$ cat src/rtl/mul16s_acc_drain_if.sv
// Handshake bundle between the 16x16 multiplier, the accumulate/drain stage and
// the result/writeback path: product beats in, rounded dot-product results out.
interface mul16s_acc_drain_if #(
    parameter int OUT_W = 32,
    parameter int CNT_W = 16
);
    logic             prod_valid;
    logic             prod_ready;
    logic [31:0]      prod_data;
    logic             prod_last;
    logic             clear;
    logic             out_valid;
    logic             out_ready;
    logic [OUT_W-1:0] out_data;
    logic             out_sat;
    logic [CNT_W-1:0] out_count;
    logic             busy;

    modport master (
        output prod_valid, prod_data, prod_last, clear, out_ready,
        input  prod_ready, out_valid, out_data, out_sat, out_count, busy
    );

    modport slave (
        input  prod_valid, prod_data, prod_last, clear, out_ready,
        output prod_ready, out_valid, out_data, out_sat, out_count, busy
    );
endinterface

$ cat src/rtl/mul16s_acc_drain.sv
// Accumulates signed 32-bit products into an ACC_W accumulator; each last beat drains
// the sum through round-half-up shift and optional saturation into a result register.
module mul16s_acc_drain #(
    parameter int ACC_W  = 40,
    parameter int OUT_W  = 32,
    parameter int SHIFT  = 0,
    parameter int SAT_EN = 1,
    parameter int CNT_W  = 16
) (
    input logic               clock,
    input logic               reset,
    mul16s_acc_drain_if.slave bus
);
    typedef enum logic {IDLE, ACCUM} state_t;

    localparam int SHIFT_M1 = (SHIFT > 0) ? SHIFT - 1 : 0;
    localparam logic signed [ACC_W:0] HALF =
        (SHIFT > 0) ? ((ACC_W+1)'(1) << SHIFT_M1) : '0;
    localparam logic signed [ACC_W:0] OUT_MAX =
        {{(ACC_W+2-OUT_W){1'b0}}, {(OUT_W-1){1'b1}}};
    localparam logic signed [ACC_W:0] OUT_MIN = ~OUT_MAX;

    state_t                  state, state_d;
    logic signed [ACC_W-1:0] acc, acc_d, sum;
    logic [CNT_W-1:0]        count, count_d, count_inc;
    logic signed [ACC_W:0]   rounded, shifted;
    logic [OUT_W-1:0]        drain_data;
    logic                    drain_sat;
    logic                    beat, load;

    // Ready looks only at the result register, so a held result back-pressures the multiplier.
    assign bus.prod_ready = !bus.out_valid || bus.out_ready;
    assign bus.busy       = (state == ACCUM);
    assign beat           = bus.prod_valid && bus.prod_ready;

    // acc is held at zero in IDLE, so one adder serves the first beat and later beats alike.
    assign sum       = acc + ACC_W'($signed(bus.prod_data));
    assign count_inc = (&count) ? count : count + CNT_W'(1);

    always_comb begin
        rounded    = {sum[ACC_W-1], sum} + HALF;
        shifted    = rounded >>> SHIFT;
        drain_data = shifted[OUT_W-1:0];
        drain_sat  = 1'b0;
        if (SAT_EN != 0) begin
            if (shifted > OUT_MAX) begin
                drain_data = OUT_MAX[OUT_W-1:0];
                drain_sat  = 1'b1;
            end else if (shifted < OUT_MIN) begin
                drain_data = OUT_MIN[OUT_W-1:0];
                drain_sat  = 1'b1;
            end
        end
    end

    // NOTE: every signal written here gets a default first, otherwise a latch is inferred.
    always_comb begin
        state_d = state;
        acc_d   = acc;
        count_d = count;
        load    = 1'b0;
        if (bus.clear) begin
            state_d = IDLE;
            acc_d   = '0;
            count_d = '0;
        end else if (beat) begin
            if (bus.prod_last) begin
                load    = 1'b1;
                state_d = IDLE;
                acc_d   = '0;
                count_d = '0;
            end else begin
                state_d = ACCUM;
                acc_d   = sum;
                count_d = count_inc;
            end
        end
    end

    // NOTE: sequential state uses non-blocking assignments so all registers update together.
    always_ff @(posedge clock or posedge reset) begin
        if (reset) begin
            state <= IDLE;
            acc   <= '0;
            count <= '0;
        end else begin
            state <= state_d;
            acc   <= acc_d;
            count <= count_d;
        end
    end

    // A load on the same edge as a transfer wins, giving one result per cycle.
    always_ff @(posedge clock or posedge reset) begin
        if (reset) begin
            bus.out_valid <= 1'b0;
            bus.out_data  <= '0;
            bus.out_sat   <= 1'b0;
            bus.out_count <= '0;
        end else if (load) begin
            bus.out_valid <= 1'b1;
            bus.out_data  <= drain_data;
            bus.out_sat   <= drain_sat;
            bus.out_count <= count_inc;
        end else if (bus.out_ready) begin
            bus.out_valid <= 1'b0;
        end
    end
endmodule

$ cat src/flat_wrapper.sv
// flat-port wrapper written by rule: the top's interface ports become plain ports
module mul16s_acc_drain_flat 
#(
    parameter int ACC_W  = 40,
    parameter int OUT_W  = 32,
    parameter int SHIFT  = 0,
    parameter int SAT_EN = 1,
    parameter int CNT_W  = 16
)
  (clock, reset, bus_prod_valid, bus_prod_data, bus_prod_last, bus_clear, bus_out_ready, bus_prod_ready, bus_out_valid, bus_out_data, bus_out_sat, bus_out_count, bus_busy);
  mul16s_acc_drain_if #(.OUT_W(OUT_W), .CNT_W(CNT_W)) bus_i ();
  input logic clock;
  input logic reset;
  input wire logic [$bits(bus_i.prod_valid)-1:0] bus_prod_valid;
  input wire logic [$bits(bus_i.prod_data)-1:0] bus_prod_data;
  input wire logic [$bits(bus_i.prod_last)-1:0] bus_prod_last;
  input wire logic [$bits(bus_i.clear)-1:0] bus_clear;
  input wire logic [$bits(bus_i.out_ready)-1:0] bus_out_ready;
  output wire logic [$bits(bus_i.prod_ready)-1:0] bus_prod_ready;
  output wire logic [$bits(bus_i.out_valid)-1:0] bus_out_valid;
  output wire logic [$bits(bus_i.out_data)-1:0] bus_out_data;
  output wire logic [$bits(bus_i.out_sat)-1:0] bus_out_sat;
  output wire logic [$bits(bus_i.out_count)-1:0] bus_out_count;
  output wire logic [$bits(bus_i.busy)-1:0] bus_busy;
  assign bus_i.prod_valid = bus_prod_valid;
  assign bus_i.prod_data = bus_prod_data;
  assign bus_i.prod_last = bus_prod_last;
  assign bus_i.clear = bus_clear;
  assign bus_i.out_ready = bus_out_ready;
  assign bus_prod_ready = bus_i.prod_ready;
  assign bus_out_valid = bus_i.out_valid;
  assign bus_out_data = bus_i.out_data;
  assign bus_out_sat = bus_i.out_sat;
  assign bus_out_count = bus_i.out_count;
  assign bus_busy = bus_i.busy;
  mul16s_acc_drain #(.ACC_W(ACC_W), .OUT_W(OUT_W), .SHIFT(SHIFT), .SAT_EN(SAT_EN), .CNT_W(CNT_W)) u_core (.clock(clock), .reset(reset), .bus(bus_i));
endmodule
$ cat config.mk
export PLATFORM = sky130hd
export DESIGN_NAME = mul16s_acc_drain_flat
export DESIGN_NICKNAME = d
export VERILOG_FILES = /design/src/rtl/mul16s_acc_drain_if.sv /design/src/rtl/mul16s_acc_drain.sv /design/src/flat_wrapper.sv
export SDC_FILE = /design/constraint.sdc
export NUM_CORES = 1
export LEC_CHECK = 0
export CAP_MARGIN = 40
export CORE_AREA = 2 2 133 122
export DETAILED_ROUTE_END_ITERATION = 8
export DIE_AREA = 0 0 135 124
export PLACE_DENSITY = 0.7
export SYNTH_ARGS = -nofsm -noshare
export SYNTH_HDL_FRONTEND = slang
export SYNTH_SLANG_ARGS = --single-unit
$ cat constraint.sdc
create_clock -name clock -period 3.8 [get_ports clock]
set_input_delay 0.76 -clock clock [delete_from_list [all_inputs] [get_ports clock]]
set_output_delay 0.76 -clock clock [all_outputs]
set_load 0.02 [all_outputs]
# Word-level counts from Yosys, hierarchy flattened

Cells that the tools add are included.

Flip-flop bits (word level): 107
Output and inout port bits: 52
Logic and storage cells: 36

$add $sub $neg: 2
Magnitude comparators: 2
Multiplexer cells: 19
Reductions and logical operators: 6

Operators with widths:

| kind                                                                           | count |
|---|---|
| 40-bit two-way mux                                                             | 3 |
| 16-bit two-way mux                                                             | 4 |
| 32-bit two-way mux                                                             | 2 |
| 40-bit by 32-bit adder with 40-bit output                                      | 1 |
| 40-bit by 32-bit > comparator with 1-bit output, second input constant         | 1 |
| 40-bit by 32-bit less-than comparator with 1-bit output, second input constant | 1 |
| 16-bit by 1-bit adder with 16-bit output, second input constant                | 1 |
| 16-bit AND reduction                                                           | 1 |
| 1-bit two-way mux                                                              | 10 |
| 2-bit nonzero test                                                             | 2 |
| 1-bit logical AND                                                              | 1 |
| 1-bit zero test                                                                | 1 |
| 1-bit logical OR                                                               | 1 |

# Depth between registers and ports, before layout

Gate-level depths: netlist of run 1.

Word-level depth: 6
Depth in mapped cells: 13
Gate-level depth less buffers: 12

# Worst setup path after synthesis of run 1

Ideal clock, no wire load.

Kind: input to register
From: input port bus_prod_data[0]
To: register u_core.bus.out_data[16]
Data arrival time: 3.817 ns
Data required time: 3.677 ns
Setup slack: -0.140 ns
Cell stages on the path: 13
Buffers on the path: 1
Cell sequence: ha_1 > fa_1 > a21o_1 > a221oi_2 > o211ai_2 > a221oi_4 > a21oi_2 > a41o_1 > xor2_1 > a2111o_1 > o21a_1 > buf_6 > o221a_1

Word-level cells in the longest chain between the ends: 4
Elaborated cells between the ends (all ways): 5

Ends and longest elaborated chain:

| element                                                 | line                      | RTL |
|---|---|---|
| start: declaration                                      | flat_wrapper.sv:15        | `input wire logic [$bits(bus_i.prod_data)-1:0] bus_prod_data;` |
| 40-bit by 32-bit adder with 40-bit output *             | mul16s_acc_drain.sv:37    | `assign sum = acc + ACC_W'($signed(bus.prod_data));` |
| 40-bit by 32-bit less-than comparator with 1-bit output | mul16s_acc_drain.sv:49    | `end else if (shifted < OUT_MIN) begin` |
| 32-bit two-way mux                                      | mul16s_acc_drain.sv:49    |  |
| 32-bit two-way mux *                                    | mul16s_acc_drain.sv:46    | `if (shifted > OUT_MAX) begin` |
| end signal: assignment                                  | mul16s_acc_drain.sv:102   | `bus.out_data <= drain_data;` |
| end: declaration                                        | mul16s_acc_drain_if.sv:26 | `output prod_ready, out_valid, out_data, out_sat, out_count, busy` |

Mark *: on every way between the ends. The rest lies on a longest branch, timed or not.
A chain may end at the register's enable or synchronous reset.

# Worst setup path in the final report of run 1

From: input port bus_prod_data[1]
To: register u_core.bus.out_data[26]

Same word-level chain as after synthesis.

==> impl_metrics.csv, run 1 <==
group,metric,value,unit
sta,setup_viol,0,
synth,netlist-cell-type-count,70,
pwr,vdd_drop_max,0.356,mV
layout,diodes,0,
synth,syn_area,6830,um2
layout,finalNetCount,1070,
sta,setup-tns-final,0,ps
floorplanning,dieWidth,135,um
synth,synth-edff-count,0,
sta,hold_ws,482,ps
global_routing,grt_usage,26.2,%
synth,yosysTopAreaCell,"dfrtp_1",
run_status,status,"complete, no violations",
placed_design,post-place-cells,1159,
layout,drive_gt1_share,29.6,%
route,dr.pass1.iters,5,
floorplanning,ios,90,
global_routing,grt_remaining_overflow,0,
layout,stdcell_count,1198,
placed_design,place_area,9100,um2
critical_path,arrival,4030,ps
placed_design,port_buffers,89,
floorplanning,start_util,44.7,%
worst_hold_path,worstHoldStart,"u_core.bus.out_count[8]$_DFFE_PP0P_",
route,vias,7015,
route,wl_per_cell,18.8,um
sta,maxSlewHeadroom,48.3,%
synth,synth_ff_type,"dfrtp_1",
route,wl,22500,um
critical_path,reg2reg_to,"u_core.bus.out_data[26]$_DFFE_PP0P_",
critical_path,rr_startpoint,"u_core.acc[0]$_DFFE_PP0P_",
sta,skew,8.65,ps
synth,synth_top_area_share,39.2,%
floorplanning,coreArea,15300,um2
pwr,power_leakage,4.63,nW
critical_path,reg2reg_slack,160,ps
cts,clock_latency,370,ps
worst_hold_path,min_to,"u_core.bus.out_count[8]$_DFFE_PP0P_",
synth,yosysSeqAreaShare,39.2,%
synth,synthTopCellsByCount,"dfrtp_1, nand2_1, o21ai_0",
layout,syn2layout_area_growth,51.2,%
sta,worst_pin_slew,776,ps
floorplanning,die_h,124,um
critical_path,start_kind,"primary input",
floorplanning,die_area,16700,um2
floorplanning,rows,43,
sta,period_needed,3790,ps
worst_hold_path,min_path_type,"flip-flop to flip-flop",
sta,rsz0062_at_grt,"true",
global_routing,grt_antenna_before_repair,0,
cts,clkSlewWorstSetupHoldPaths,80,ps
placed_design,dpl.hpwl,15500,um
global_routing,grt_pass1_wl,34700,um
critical_path,crit_path_end_kind,"flip-flop",
cts,cts_tree,"built",
route,drt-initial-drc-count,529,
sta,timing.final.crit_share,99.6,%
synth,synthCells,751,
layout,fin_util,67.6,%
critical_path,cp_max_fo,7,
sta,slew_violations,0,
job,cap_viol_max_count,0,
synth,syn-num-nets,830,
synth,yosysWarnings,0,
cts,numCtsBuffers,9,
cts,h-tree-depth,3,
synth,yosysMostFrequentCell,"dfrtp_1",
synth,async_flop_share,100,%
sta,max_freq,0.264,GHz
worst_hold_path,min_path_cells,2,
cts,cts-root-buf,"clkbuf_16",
cts,cts.path.max_buffers,2,
route,postRouteAntennaNets,0,
critical_path,crit_type,"primary input to flip-flop",
synth,syn_area_per_cell,9.10,um2
synth,synth_seq_cells,107,
route,drc_errors,0,
synth,synthTopCellsByArea,"dfrtp_1, ha_1, a22o_1, o21ai_0, nand2_1",
critical_path,worstPathRequired,4050,ps
route,via_per_inst,5.86,
global_routing,grt_pass1_vias,6740,
critical_path,reg2reg_depth,14,
layout,final_design_area_no_fill,10300,um2
sta,hold_viol,0,
layout,nFillCells,1148,
placed_design,gp_congestion,0.918,
pwr,power_density,347,nW/um2
global_routing,grt_max_degree,62,
cts,cts_hold_buf,0,
cts,cts.sinks,107,
==> how the worst max path moves through the flow <==
stage	endpoint	slack, ps	from
global placement	u_core.bus.out_data[1]$_DFFE_PP0P_	-570	bus_prod_data[0]
finish	u_core.bus.out_data[26]$_DFFE_PP0P_	10	bus_prod_data[1]
CTS	u_core.bus.out_data[19]$_DFFE_PP0P_	5	bus_prod_data[12]
detailed placement	u_core.bus.out_data[9]$_DFFE_PP0P_	-650	bus_prod_data[0]
global route	u_core.bus.out_data[26]$_DFFE_PP0P_	-100	bus_prod_data[1]
floorplan	u_core.bus.out_data[21]$_DFFE_PP0P_	-30	bus_prod_data[0]
==> logic make-up after synthesis <==
logic type	synth area share, %
flip-flops	39.2
adder cells (fa/ha/maj)	7.62
AND/OR/NAND/NOR	15.2
AO/OA/AOI/OAI	28.6
buffers and inverters	3.19
XOR/XNOR	5.64
multiplexers	0.586
==> report_power, final <==
part / internal (W) / switching (W)
Combinational: 0.000640 / 0.000627
Sequential: 0.00124 / 0.0000816
Clock: 0.000479 / 0.000523
Total: 0.00236 / 0.00123
==> worst max-delay path, stage by stage <==
cell	delay, ps
dlygate4sd2_1	270
ha_1	300
a21oi_2	210
nor2_2	80
o2111ai_2	280
a31oi_4	130
buf_4	150
a21o_1	200
a2111oi_4	380
o21ai_1	140
a2111o_1	460
buf_6	140
o21ai_4	220
clkbuf_16	210
o22ai_1	90
==> metal layers <==
layer | share of wire (%) | track usage, % | up-vias
met5 | 0 | 0 | -
met4 | 1.7 | 6.58 | 0
met3 | 5.9 | 4.15 | 31
met2 | 48 | 43.8 | 256
met1 | 44 | 35.8 | 3430
li1 | - | - | 3298
==> sequential cells by signal, indices dropped and copies added, names as in the netlist <==
name,cells
u_core.bus.busy,1
u_core.acc,40
u_core.bus.out_data,32
u_core.bus.out_count,16
u_core.bus.out_valid,1
u_core.bus.out_sat,1
u_core.count,16
==> what timing repair did <==
item	CTS	global route
pin swaps	13	38
gates resized for setup	35	88
hold endpoints to repair	0	0
gates cloned	2	1
setup buffers	5	15
setup endpoints to repair	32	32
==> area by class of cell <==
| class | instances | area, um2 | area share (%) |
|---|---|---|---|
| clock buffers | 9 | 225 | 2.18 |
| repair buffers | 272 | 2420 | 23.5 |
| clock inverters | 7 | 88.8 | 0.860 |
| multi-input cells | 590 | 4620 | 44.7 |
| inverters | 11 | 43.8 | 0.424 |
| flip-flops and latches | 107 | 2680 | 25.9 |
| well taps | 202 | 253 | 2.45 |
==> stage by stage <==
stage | setup WS, ps | power, W
2_1_floorplan | -27.9 | 0.00191
3_3_place_gp | -569 | 0.00243
3_5_place_dp | -650 | 0.00246
4_1_cts | 5.00 | 0.00351
5_1_grt | -105 | 0.00375
6_report | 14.4 | 0.00359
==> cells in the final DEF (no fill, tap or decap), types with 7 or more instances in the layout <==
cell type        netlist  routed
o22ai_1               15      15
buf_4                  0     172
inv_1                 11      10
o21a_1                 9       9
xnor2_1               25      24
o221a_1               10      10
nand4_1               20      20
a21oi_2                1      13
nor2_1                54      52
a21oi_1               57      44
clkbuf_16              0      10
o31ai_1               10       7
nand2_1               82      79
clkdlybuf4s50_1        0      64
dlymetal6s2s_1         0      20
nand3_1               13      12
xor2_1                19      18
ha_4                   0      29
dfrtp_1              107     107
o21bai_1               8       8
ha_1                  40      10
a21o_1                10      10
o21ai_0               65      62
a22o_1                38      38
No activity file was read; power rests on OpenSTA's default activity.
==> run 2, diff against run 1 <==
- CTS_CLUSTER_SIZE: unset -> 25
==> results of run 2 <==
Same layout as run 1: the final DEF is identical, and so are final timing and power.
==> run 3, diff against run 2 <==
- TNS_END_PERCENT: unset -> 1
==> run 3 against run 2 <==
  * Sequential share of layout area is 0.74 points higher
  * Worst hold slack worse by 8.9 ps
  * Utilization fell by 1.9 points
  * Clock-buffer cell count stayed put
  * Fmax grew 0.71%
  * Clock skew up 3.4 ps
  * Combinational power is essentially flat
  * Cell area shrank 2.8%
  * Routed wire length down 2.8%
  * First-iteration DRC count grew 2.1%
  * Non-clock buffer count down 15
  * Sequential power about the same
==> impl_metrics.csv, run 3 (synthesized netlist as in run 1, its figures left out) <==
group,metric,value,unit
cts,numCtsBuffers,9,
sta,setup_viol,0,
layout,finalNetCount,1055,
placed_design,gp_congestion,0.924,
cts,clock_latency,370,ps
critical_path,path_cells,"clkdlybuf4s50_1, ha_1, a21oi_2, o21ai_1, a22oi_2, nand3_2, a21o_1, buf_4, o31ai_2, o21bai_1, a2111o_1, buf_4, o21ai_4, buf_12, o22ai_1",
critical_path,path_buf_inv,4,
layout,reg.largest.list,"u_core.acc (40), u_core.bus.out_data (32)",
floorplanning,rows,43,
critical_path,crit_path_end_kind,"flip-flop",
job,cap_viol_max_count,0,
cts,cts.sinks,107,
sta,hold_ws,473,ps
layout,final_design_area_no_fill,10000,um2
sta,maxSlewHeadroom,45.0,%
layout,layout_common_cells,"buf_4, dfrtp_1, nand2_1, clkdlybuf4s50_1, o21ai_0",
placed_design,dpl.hpwl,15400,um
floorplanning,ios,90,
pwr,power_leakage,4.47,nW
sta,slew_violations,0,
global_routing,grt_pass1_wl,34500,um
layout,largest_reg_flops,40,
critical_path,cp_top_family,"compound AO/OA/AOI/OAI gates",
layout,top_register,"u_core.acc",
route,dr.pass1.iters,6,
layout,final_common_cell,"buf_4",
cts,cts_hold_buf,0,
placed_design,place_area,9130,um2
layout,drive_gt1_share,26.3,%
route,drc_errors,0,
critical_path,reg2reg_depth,15,
layout,stdcell_count,1183,
placed_design,port_buffers,89,
sta,worst_pin_slew,825,ps
layout,diodes,0,
critical_path,reg2reg_slack,290,ps
route,via_per_inst,5.88,
critical_path,rr_startpoint,"u_core.acc[4]$_DFFE_PP0P_",
critical_path,reg2reg_to,"u_core.bus.out_data[23]$_DFFE_PP0P_",
floorplanning,coreArea,15300,um2
critical_path,worstPathRequired,4030,ps
placed_design,post-place-cells,1161,
cts,cts_tree,"built",
pwr,power_density,357,nW/um2
critical_path,startpoint,"bus_prod_data[14]",
critical_path,cp_slowest_stage_delay,430,ps
worst_hold_path,worstHoldStart,"u_core.bus.out_count[14]$_DFFE_PP0P_",
worst_hold_path,min_path_type,"flip-flop to flip-flop",
critical_path,crit_type,"primary input to flip-flop",
critical_path,cp_slowest_cell,"clkdlybuf4s50_1",
run_status,status,"complete, no violations",
floorplanning,die_area,16700,um2
floorplanning,dieWidth,135,um
layout,syn2layout_area_growth,46.9,%
floorplanning,die_h,124,um
cts,cts.path.max_buffers,2,
critical_path,crit_end,"u_core.bus.out_data[23]$_DFFE_PP0P_",
route,drt-initial-drc-count,540,
layout,multi_input_area,4470,um2
global_routing,grt_remaining_overflow,0,
cts,h-tree-depth,3,
global_routing,grt_usage,26.1,%
global_routing,grt_max_degree,62,
route,wl_per_cell,18.5,um
route,wl,21900,um
route,vias,6953,
global_routing,grt_pass1_vias,6822,
pwr,vdd_drop_max,0.241,mV
layout,nFillCells,1225,
route,postRouteAntennaNets,0,
critical_path,cp_max_fo,14,
critical_path,arrival,3990,ps
global_routing,grt_antenna_before_repair,0,
sta,skew,12.1,ps
sta,timing.final.crit_share,98.9,%
cts,clkSlewWorstSetupHoldPaths,80,ps
critical_path,start_kind,"primary input",
sta,rsz0062_at_grt,"true",
sta,max_freq,0.266,GHz
placed_design,preCtsSetupSlack,-720,ps
layout,seq_area,2680,um2
floorplanning,start_util,44.7,%
sta,period_needed,3760,ps
sta,hold_viol,0,
critical_path,path_depth,15,
sta,final.setup.worst_slack,41.2,ps
critical_path,cpMostUsedCell,"buf_4",
cts,cts-root-buf,"clkbuf_16",
run 3: changes by cell type in the layout (fill, tap and decap cells not counted), moves of 3 or more:
cell	delta
clkdlybuf4s50_1	+8
a21oi_1	+4
buf_4	-12
ha_4	-9
dlymetal6s2s_1	-8
ha_1	+10
a21oi_2	-4
nand2_2	-3
nand2_1	+3
run 3: worst register-to-register path, cell delays in order (launching register included):
cell and delay [ps]:
dfrtp_1 420, ha_4 300, a21o_1 140, buf_4 120
a221oi_4 60, buf_4 150, o21ba_4 230, or4_4 540
a21oi_1 150, a211oi_1 70, o21bai_1 190, a2111o_1 390
buf_4 160, o21ai_4 170, buf_12 170, o22ai_1 110
run 3: worst min path at each step:
stage,endpoint,slack [ps],depth (start not counted)
2_1_floorplan,u_core.acc[32]$_DFFE_PP0P_,450,2
3_3_place_gp,u_core.bus.out_count[14]$_DFFE_PP0P_,450,2
3_5_place_dp,u_core.bus.out_count[14]$_DFFE_PP0P_,460,2
4_1_cts,u_core.bus.out_count[14]$_DFFE_PP0P_,470,2
5_1_grt,u_core.bus.out_count[14]$_DFFE_PP0P_,510,2
6_report,u_core.bus.out_count[14]$_DFFE_PP0P_,470,2
run 3: per-layer routing:
| layer | track usage (%) | part of all wire (%) | up-vias | routed length, um |
|---|---|---|---|---|
| li1 | - | - | 3270 | - |
| met5 | 0 | 0 | - | 0 |
| met3 | 4.23 | 6.2 | 43 | 1350 |
| met1 | 35.9 | 45 | 3391 | 9770 |
| met4 | 6.97 | 1.7 | 0 | 374 |
| met2 | 43.2 | 47 | 249 | 10400 |
run 3: where the power goes:
part,switching [W],internal [W]
Combinational,0.000620,0.000617
Sequential,0.0000800,0.00124
Clock,0.000497,0.000536
Total,0.00120,0.00239
run 3: per-stage QoR:
step / total power, W / setup TNS (ps) / utilization (%)
floorplan: 0.00191 / -362 / -
global placement: 0.00244 / -17250 / 59.8
detailed placement: 0.00247 / -21110 / 59.8
CTS: 0.00354 / -2.95 / 63.4
global route: 0.00375 / -1720 / 65.7
finish: 0.00359 / 0 / 65.7
run 3: repair_timing:
action | in CTS | in global routing
cloned | 2 | 0
gates resized for setup | 37 | 55
endpoints found under the hold margin | 0 | 0
pin swaps | 11 | 16
setup buffers | 2 | 2
endpoints found under the setup margin | 32 | 32
run 3: final cells by class:
type | instances | area share (%)
clock inverters | 7 | 1.02
flip-flops and latches | 107 | 26.7
well taps | 202 | 2.52
repair buffers | 257 | 22.6
clock buffers | 9 | 2.24
multi-input cells | 590 | 44.5
inverters | 11 | 0.436
